===== config.mk =====
export PLATFORM = sky130hd
export DESIGN_NAME = ttt_move_engine
export DESIGN_NICKNAME = d
export VERILOG_FILES = /design/src/rtl/ttt_move_engine.sv
export SDC_FILE = /design/constraint.sdc
export NUM_CORES = 1
export LEC_CHECK = 0
export CORE_UTILIZATION = 65
export DETAILED_ROUTE_END_ITERATION = 7
export DONT_BUFFER_PORTS = 1
export PLACE_DENSITY = 0.81
export SETUP_SLACK_MARGIN = 0.3
export SYNTH_ARGS = -nofsm -noshare
export SYNTH_HDL_FRONTEND = slang
export SYNTH_SLANG_ARGS = --single-unit

===== constraint.sdc =====
create_clock -name Clk -period 6.32 [get_ports Clk]
set_clock_uncertainty 0.05 [all_clocks]
set_input_delay 0.948 -clock Clk [delete_from_list [all_inputs] [get_ports Clk]]
set_output_delay 0.948 -clock Clk [all_outputs]
set_load 0.05 [all_outputs]

===== src/rtl/ttt_move_engine.sv =====
// Tic-tac-toe move engine: the requesting player steers a cursor over the
// 3x3 board with button pulses and commits a mark. The engine then checks
// all eight lines and reports the game result with a single MoveAck pulse.
module ttt_move_engine (
    input  logic        Clk,
    input  logic        Resetn,
    input  logic        Clear,
    input  logic        MoveReq,
    input  logic        Player,
    input  logic        BtnU,
    input  logic        BtnD,
    input  logic        BtnL,
    input  logic        BtnR,
    input  logic        BtnC,
    output logic        MoveAck,
    output logic        Invalid,
    output logic        Xwins,
    output logic        Owins,
    output logic        Draw,
    output logic [1:0]  CurX,
    output logic [1:0]  CurY,
    output logic [17:0] Cells,
    output logic [3:0]  MoveCnt
);

    typedef enum logic [5:0] {
        IDLE    = 6'b000001,
        WAIT    = 6'b000010,
        COMMIT  = 6'b000100,
        EVAL    = 6'b001000,
        ACK     = 6'b010000,
        RELEASE = 6'b100000
    } state_t;

    localparam logic [1:0] CODE_X = 2'b01;
    localparam logic [1:0] CODE_O = 2'b10;

    state_t      state, state_nxt;
    logic        player_q;
    logic [3:0]  sel;
    logic [1:0]  sel_cell;
    logic        sel_empty;
    logic        result_set;
    logic        x_line, o_line;

    function automatic logic line3(input logic [1:0] a, input logic [1:0] b,
                                   input logic [1:0] c, input logic [1:0] code);
        return (a == code) && (b == code) && (c == code);
    endfunction

    function automatic logic has_line(input logic [17:0] b, input logic [1:0] code);
        logic [1:0] c [9];
        for (int i = 0; i < 9; i++) c[i] = b[2*i +: 2];
        return line3(c[0], c[1], c[2], code) | line3(c[3], c[4], c[5], code) |
               line3(c[6], c[7], c[8], code) | line3(c[0], c[3], c[6], code) |
               line3(c[1], c[4], c[7], code) | line3(c[2], c[5], c[8], code) |
               line3(c[0], c[4], c[8], code) | line3(c[2], c[4], c[6], code);
    endfunction

    function automatic logic [1:0] wrap_inc(input logic [1:0] v);
        return (v == 2'd2) ? 2'd0 : v + 2'd1;
    endfunction

    function automatic logic [1:0] wrap_dec(input logic [1:0] v);
        return (v == 2'd0) ? 2'd2 : v - 2'd1;
    endfunction

    // Cell under the cursor and board-wide line detection.
    always_comb begin
        // NOTE: every always_comb output gets a default first so no path infers a latch.
        sel_cell = 2'b00;
        sel      = {2'b00, CurY} * 4'd3 + {2'b00, CurX};
        for (int i = 0; i < 9; i++) begin
            if (sel == 4'(i)) sel_cell = Cells[2*i +: 2];
        end
        sel_empty  = (sel_cell == 2'b00);
        result_set = Xwins | Owins | Draw;
        x_line     = has_line(Cells, CODE_X);
        o_line     = has_line(Cells, CODE_O);
    end

    // FSM state register.
    always_ff @(posedge Clk or negedge Resetn) begin
        // NOTE: sequential state is updated with non-blocking assignments only.
        if (!Resetn) state <= IDLE;
        else         state <= state_nxt;
    end

    // Next-state logic; Clear wins over everything else.
    always_comb begin
        state_nxt = state;
        case (state)
            IDLE:    if (MoveReq && !result_set) state_nxt = WAIT;
            WAIT: begin
                if (!MoveReq)                state_nxt = IDLE;
                else if (BtnC && sel_empty)  state_nxt = COMMIT;
            end
            COMMIT:  state_nxt = EVAL;
            EVAL:    state_nxt = ACK;
            ACK:     state_nxt = RELEASE;
            RELEASE: if (!MoveReq) state_nxt = IDLE;
            default: state_nxt = IDLE;
        endcase
        if (Clear) state_nxt = IDLE;
    end

    assign MoveAck = (state == ACK);

    // Board, cursor, move counter, result flags and the Invalid pulse.
    always_ff @(posedge Clk or negedge Resetn) begin
        if (!Resetn) begin
            // NOTE: the board is a small flop array, not a RAM, so it is reset with the rest.
            Cells    <= '0;
            MoveCnt  <= '0;
            Xwins    <= 1'b0;
            Owins    <= 1'b0;
            Draw     <= 1'b0;
            Invalid  <= 1'b0;
            CurX     <= 2'd1;
            CurY     <= 2'd1;
            player_q <= 1'b0;
        end else if (Clear) begin
            Cells    <= '0;
            MoveCnt  <= '0;
            Xwins    <= 1'b0;
            Owins    <= 1'b0;
            Draw     <= 1'b0;
            Invalid  <= 1'b0;
            CurX     <= 2'd1;
            CurY     <= 2'd1;
        end else begin
            Invalid <= 1'b0;
            case (state)
                IDLE: begin
                    if (MoveReq && !result_set) player_q <= Player;
                end
                WAIT: begin
                    if (MoveReq) begin
                        if (BtnC) begin
                            if (!sel_empty) Invalid <= 1'b1;
                        end
                        else if (BtnU) CurY <= wrap_dec(CurY);
                        else if (BtnD) CurY <= wrap_inc(CurY);
                        else if (BtnL) CurX <= wrap_dec(CurX);
                        else if (BtnR) CurX <= wrap_inc(CurX);
                    end
                end
                COMMIT: begin
                    // Guard keeps the count bounded and never overwrites a mark.
                    if (sel_empty && (MoveCnt < 4'd9)) begin
                        for (int i = 0; i < 9; i++) begin
                            if (sel == 4'(i)) Cells[2*i +: 2] <= player_q ? CODE_O : CODE_X;
                        end
                        MoveCnt <= MoveCnt + 4'd1;
                    end
                end
                EVAL: begin
                    if (x_line) Xwins <= 1'b1;
                    if (o_line) Owins <= 1'b1;
                    if (!x_line && !o_line && (MoveCnt == 4'd9)) Draw <= 1'b1;
                end
                default: ;
            endcase
        end
    end

endmodule


After elaboration in Yosys (flattened, before gate mapping)

Cells that the tools add are included.
Widths: inputs -> output; s select.

Bits in registers: 37
Latch bits: 0
Bits in writable memories: 0
Bits in read-only memories: 0
Bits of input ports: 10
Output and inout bits: 31
Word-level logic and storage cells: 227
Memories: 0

Add/subtract/negate cells: 6
Multipliers: 1
Div/mod/pow operators: 0
Order comparisons: 1
Eq/ne operators: 41
Shifts and indexed selects: 0
Multiplexer cells: 63
Bitwise operators: 17
Reductions and logical operators: 80

Operator list:

| cell               | count |
|---|---|
| $mux 2             | 37 |
| $mux 18            | 3 |
| $logic_and 1x1->1  | 37 |
| $pmux 6 s6         | 1 |
| $reduce_bool 2->1  | 17 |
| $reduce_and 3->1   | 11 |
| $mux 6             | 5 |
| $eq 2x2->1 const B | 11 |
| $eq 2x1->1 const B | 9 |
| $eq 4x3->1 const B | 4 |
| $or 1x1->1         | 16 |
| $mux 1             | 14 |
| $mux 4             | 3 |
| $eq 4x2->1 const B | 2 |
| $eq 4x4->1 const B | 2 |
| $reduce_and 2->1   | 4 |
| $eq 6x1->1 const B | 1 |
| $eq 6x2->1 const B | 1 |
| $eq 6x3->1 const B | 1 |
| $eq 6x4->1 const B | 1 |
| $eq 6x5->1 const B | 1 |
| $eq 6x6->1 const B | 1 |
| $logic_not 2->1    | 3 |
| $ne 2x2->1 const B | 3 |
| other kinds (15)   | 21 |

Depth between registers and ports, before layout

Word-level depth: 18
Depth in mapped cells: 12
Mapped depth without buffers: 10

Least setup slack after synthesis

Ideal clock, no wire load.

Path type: register -> register
From: register CurX[1]
To: register Invalid
Library setup time: 125 ps
Arrival: 3543 ps
Data required time: 6145 ps
Slack: 2601 ps
Cell stages (with the launch flop): 12
Buffers on the path: 2
Period minus slack after synthesis: 3719 ps
Path through: dfrtp_1 -> inv_1 -> fa_1 -> inv_1 -> ha_1 -> fa_1 -> clkbuf_1 -> or4b_1 -> o32ai_1 -> nor2_1 -> buf_2 -> a2111oi_0

Word-level cells in the longest chain between the ends: 17
Elaborated cells on any way between the ends: 25
Those cells by class: 1 x add/sub; 8 x eq/ne; 14 x mux; 2 x reduce/logical

Ends and longest elaborated chain:

| item                   | RTL line | text |
|---|---|---|
| start, declared        | 20       | `output logic [1:0] CurX,` |
| start signal, assigned | 144      | `else if (BtnL) CurX <= wrap_dec(CurX);` |
| start signal, assigned | 145      | `else if (BtnR) CurX <= wrap_inc(CurX);` |
| $add 4x2->4 (*)        | 72       | `sel = {2'b00, CurY} * 4'd3 + {2'b00, CurX};` |
| $logic_not 4->1        | 74       | `if (sel == 4'(i)) sel_cell = Cells[2*i +: 2];` |
| $mux 2 (8 in a row)    | 74       |  |
| $mux 2 (*)             | 74       |  |
| $logic_not 2->1 (*)    | 76       | `sel_empty = (sel_cell == 2'b00);` |
| $mux 1 (*)             | 140      | `if (!sel_empty) Invalid <= 1'b1;` |
| $mux 1 (*)             | 139      | `if (BtnC) begin` |
| $mux 1 (*)             | 138      | `if (MoveReq) begin` |
| $mux 1 (*)             | 133      | `case (state)` |
| $mux 1 (*)             | 122      | `end else if (Clear) begin` |
| end signal, assigned   | 128      | `Invalid <= 1'b0;` |
| end signal, assigned   | 132      | `Invalid <= 1'b0;` |
| end signal, assigned   | 140      |  |
| end, declared          | 16       | `output logic Invalid,` |

Mark *: on every way between the ends. The rest lies on a longest branch, timed or not.
A chain may end at the register's enable or synchronous reset.

Final worst setup path

From: register CurY[1]
To: register MoveCnt[2]

Word-level cells in the longest chain between the ends: 16
Elaborated cells on any way between the ends: 24
Those cells by class: 1 x add/sub; 1 x mul; 8 x eq/ne; 9 x mux; 5 x reduce/logical

Ends and longest elaborated chain:

| item                            | RTL line | text |
|---|---|---|
| start, declared                 | 21       | `output logic [1:0] CurY,` |
| start signal, assigned          | 142      | `else if (BtnU) CurY <= wrap_dec(CurY);` |
| start signal, assigned          | 143      | `else if (BtnD) CurY <= wrap_inc(CurY);` |
| $mul 2x2->4 (*)                 | 72       |  |
| $add 4x2->4 (*)                 | 72       |  |
| $logic_not 4->1                 | 74       |  |
| $mux 2 (8 in a row)             | 74       |  |
| $mux 2 (*)                      | 74       |  |
| $logic_not 2->1 (*)             | 76       |  |
| $logic_and 1x1->1 (*)           | 150      | `if (sel_empty && (MoveCnt < 4'd9)) begin` |
| $reduce_bool 2->1 (no line) (*) | n/a      |  |
| $reduce_and 2->1 (no line) (*)  | n/a      |  |
| end signal, assigned            | 154      | `MoveCnt <= MoveCnt + 4'd1;` |
| end, declared                   | 23       | `output logic [3:0] MoveCnt` |

Marks and branches as above.

==> metrics <==
Top delay family on crit path adder cells; logic gate share of total power 0.223; status finished clean; clk buf depth 2; yosys synthesis warning count 0; Slew @ Worst Pin 0.823 ns; area grow syn2layout 2.16%; Ant. Diodes 0; DRC 0; initial antenna violation count 0; mapped cell area 2370 sq um; ys async rst share 1.00; Placed Instance Area around 2400 sq um; Hold WS 0.224 ns; Sw Share 0.338; TritonCTS clock tree yes; # fillers 280; crit-path cells inv_1 -> fa_1 -> inv_1 -> ha_1 -> fa_1 -> nand3b_1 -> a211oi_1 -> nor2_1 -> and4_1 -> mux2_1; Required @ worst endpoint around 6.5 ns; syn_nets 278; Crit path largest cell delay ~0.7 ns; post-synth cell types 56; TNS Setup 0 ns; Root Driver clkbuf_4; Yosys top cell area share 0.358; Die ar. 3900 sq um; Max Cap Violations 0; total track usage 0.301; Pre-Repair DR Iteration Count 5; slowest stage cell, crit path dfrtp_1; Slew HR 0.451; TritonCTS Buffers 5; total core area 3420 sq um; ys flop type dfrtp_1; Seq cells post-synth 37; final instance area 2420 sq um; final setup fails 0; CP Max Fanout 11; RSZ-0062 raised after global routing false; Final Util 0.710; Final ANT Viol Nets 0; crit path kind reg2reg; storage element area 930 sq um; Power Dens Cells 203 nW/um^2; Post-synth EDFFs 0; dpl hpwl slightly below 4 mm; vias in the first global route 1909; # hold bufs at CTS 0; most frequent cell after synthesis nor2_1; Vias 1929; number of port buffers 0; largest net degree at the start of global routing 38; clock power share 0.244; Synth Instances about 260; Hold Vio Cnt, Final 0; Routed Wire Length 5.34 mm; number of I/O pins 41; maximum vdd drop 0.000133 V; initial DRC count 189; Final Max Slew Viols 0; WL per Instance between 15 and 20 microns; FP Rows 21; leading area contributor after synthesis dfrtp_1; Bufs and invs on worst path 2; Seq/Total Area, Yosys 0.392; Avg Cell Area, Syn 9.31 sq um; Horiz. Die Dim 62.4 microns; clock-pin slew on the worst setup and hold paths approximately 0.11 ns; Setup Buffers After CTS 0; Starting Density 0.695; CP startpoint kind register; WP data arrival ~4.3 ns; synth top area cells dfrtp_1, ha_1, nor2_1, nand2b_1, dfstp_2; Final GP Congestion 0.891; clock latency on the worst-skew pair 0.35 ns; Die Ht between 60 and 70 microns; vias per inst 6.52; Int Power 0.326 mW; share of cells above drive strength 1 0.0680; area of the multi-input gates 1300 sq um; H-tree levels 2; NetSw 0.166 mW; Post-CTS Resized 0; sequential power share 0.532; Max Fclk 241 MHz; Hold WC Path Type in2async; fin crit period between 4 and 5 ns; GRT overflow 0; clock sink count 37; crit share post-route 0.658; nature of the critical path endpoint register; commonest cells in the netlist nor2_1, dfrtp_1, inv_1; first-pass GRT wire length 9.23 mm; # nets final 272; Pleak 0.996 nW
per-layer routing:
layer  vias to the layer above  track usage  share of wire
li1                        918            -              -
met1                       926        0.424           0.47
met2                        75        0.463           0.45
met3                        10       0.0620          0.068
met4                         0       0.0988          0.016
met5                         -            0              0
cell type report:
| cell class | instances | share of cell area |
|---|---|---|
| multi-input cells | 183 | 0.536 |
| well taps | 46 | 0.0237 |
| inverters | 21 | 0.0325 |
| clock buffers | 6 | 0.0170 |
| repair buffers | 1 | 0.00310 |
| flip-flops and latches | 37 | 0.383 |
| clock inverters | 2 | 0.00413 |
flip-flops by register name, indices dropped and copies added (netlist names), 2 cells and up:
name and count:
Cells 18, state 6, MoveCnt 4, CurX 2
CurY 2
power groups by stage:
| stage | clock (mW) | combinational [mW] | sequential [mW] |
|---|---|---|---|
| 4_1_cts | 0.121 | 0.108 | 0.261 |
| 6_report | 0.120 | 0.110 | 0.262 |
| 5_1_grt | 0.133 | 0.122 | 0.263 |
| 3_3_place_gp | 0 | 0.105 | 0.266 |
| 2_1_floorplan | 0 | 0.0954 | 0.258 |
| 3_5_place_dp | 0 | 0.107 | 0.266 |
metrics by stage:
| step | worst slack [ns] | power (mW) | cells |
|---|---|---|---|
| after global placement | 2.28 | 0.371 | 288 |
| after detailed placement | 2.21 | 0.373 | 288 |
| final | 2.16 | 0.492 | 296 |
| after global routing | 1.87 | 0.518 | 296 |
| after CTS | 2.16 | 0.490 | 296 |
| after floorplan | 2.60 | 0.353 | 255 |
cell usage in the layout (no fill, tap or decap), drive strengths merged, types with 4 or more instances in the layout:
| cell type | n |
|---|---|
| nand2 | 6 |
| a41oi | 6 |
| nand2b | 17 |
| o21ai | 6 |
| a31oi | 5 |
| dfrtp | 34 |
| o2bb2ai | 5 |
| ha | 11 |
| nor3 | 7 |
| o22ai | 8 |
| inv | 21 |
| a21oi | 11 |
| nand3b | 4 |
| clkbuf | 6 |
| nor2 | 36 |
| mux2i | 4 |
worst register-to-register path, cell delays in order (launching register included):
cell and delay [ns]:
dfrtp_1 0.71, inv_1 0.21, fa_1 0.52, inv_1 0.05
ha_1 0.19, fa_1 0.69, nand3b_1 0.19, a211oi_1 0.52
nor2_1 0.33, and4_1 0.29, mux2_1 0.31
worst paths after layout:
check | startpoint | to | slack, ns | cells after the start
worst max-delay path | CurY[1]$_DFFE_PN0P_ | MoveCnt[2]$_DFFE_PN0P_ | 2.16 | 10
worst min-delay path | Resetn | Cells[8]$_DFFE_PN0P_ | 0.22 | 0
worst max register to register | CurY[1]$_DFFE_PN0P_ | MoveCnt[2]$_DFFE_PN0P_ | 2.16 | 10
worst min register to register | state[1]$_DFFE_PN0P_ | state[5]$_DFFE_PN0P_ | 0.60 | 1
max in group asynchronous | Resetn | CurY[0]$_DFFE_PN1P_ | 5.82 | 0
min in group Clk | state[1]$_DFFE_PN0P_ | state[5]$_DFFE_PN0P_ | 0.60 | 1
kinds of logic after synthesis:
kind of cell,share of synthesized area
and+or+nand+nor,0.233
muxes,0.0264
AOI/OAI and AO/OA,0.206
buffers and inverters,0.0606
DFF,0.392
adders and majority gates,0.0749
xor gates and xnor gates,0.00738
(Power assumes the default switching activity.)
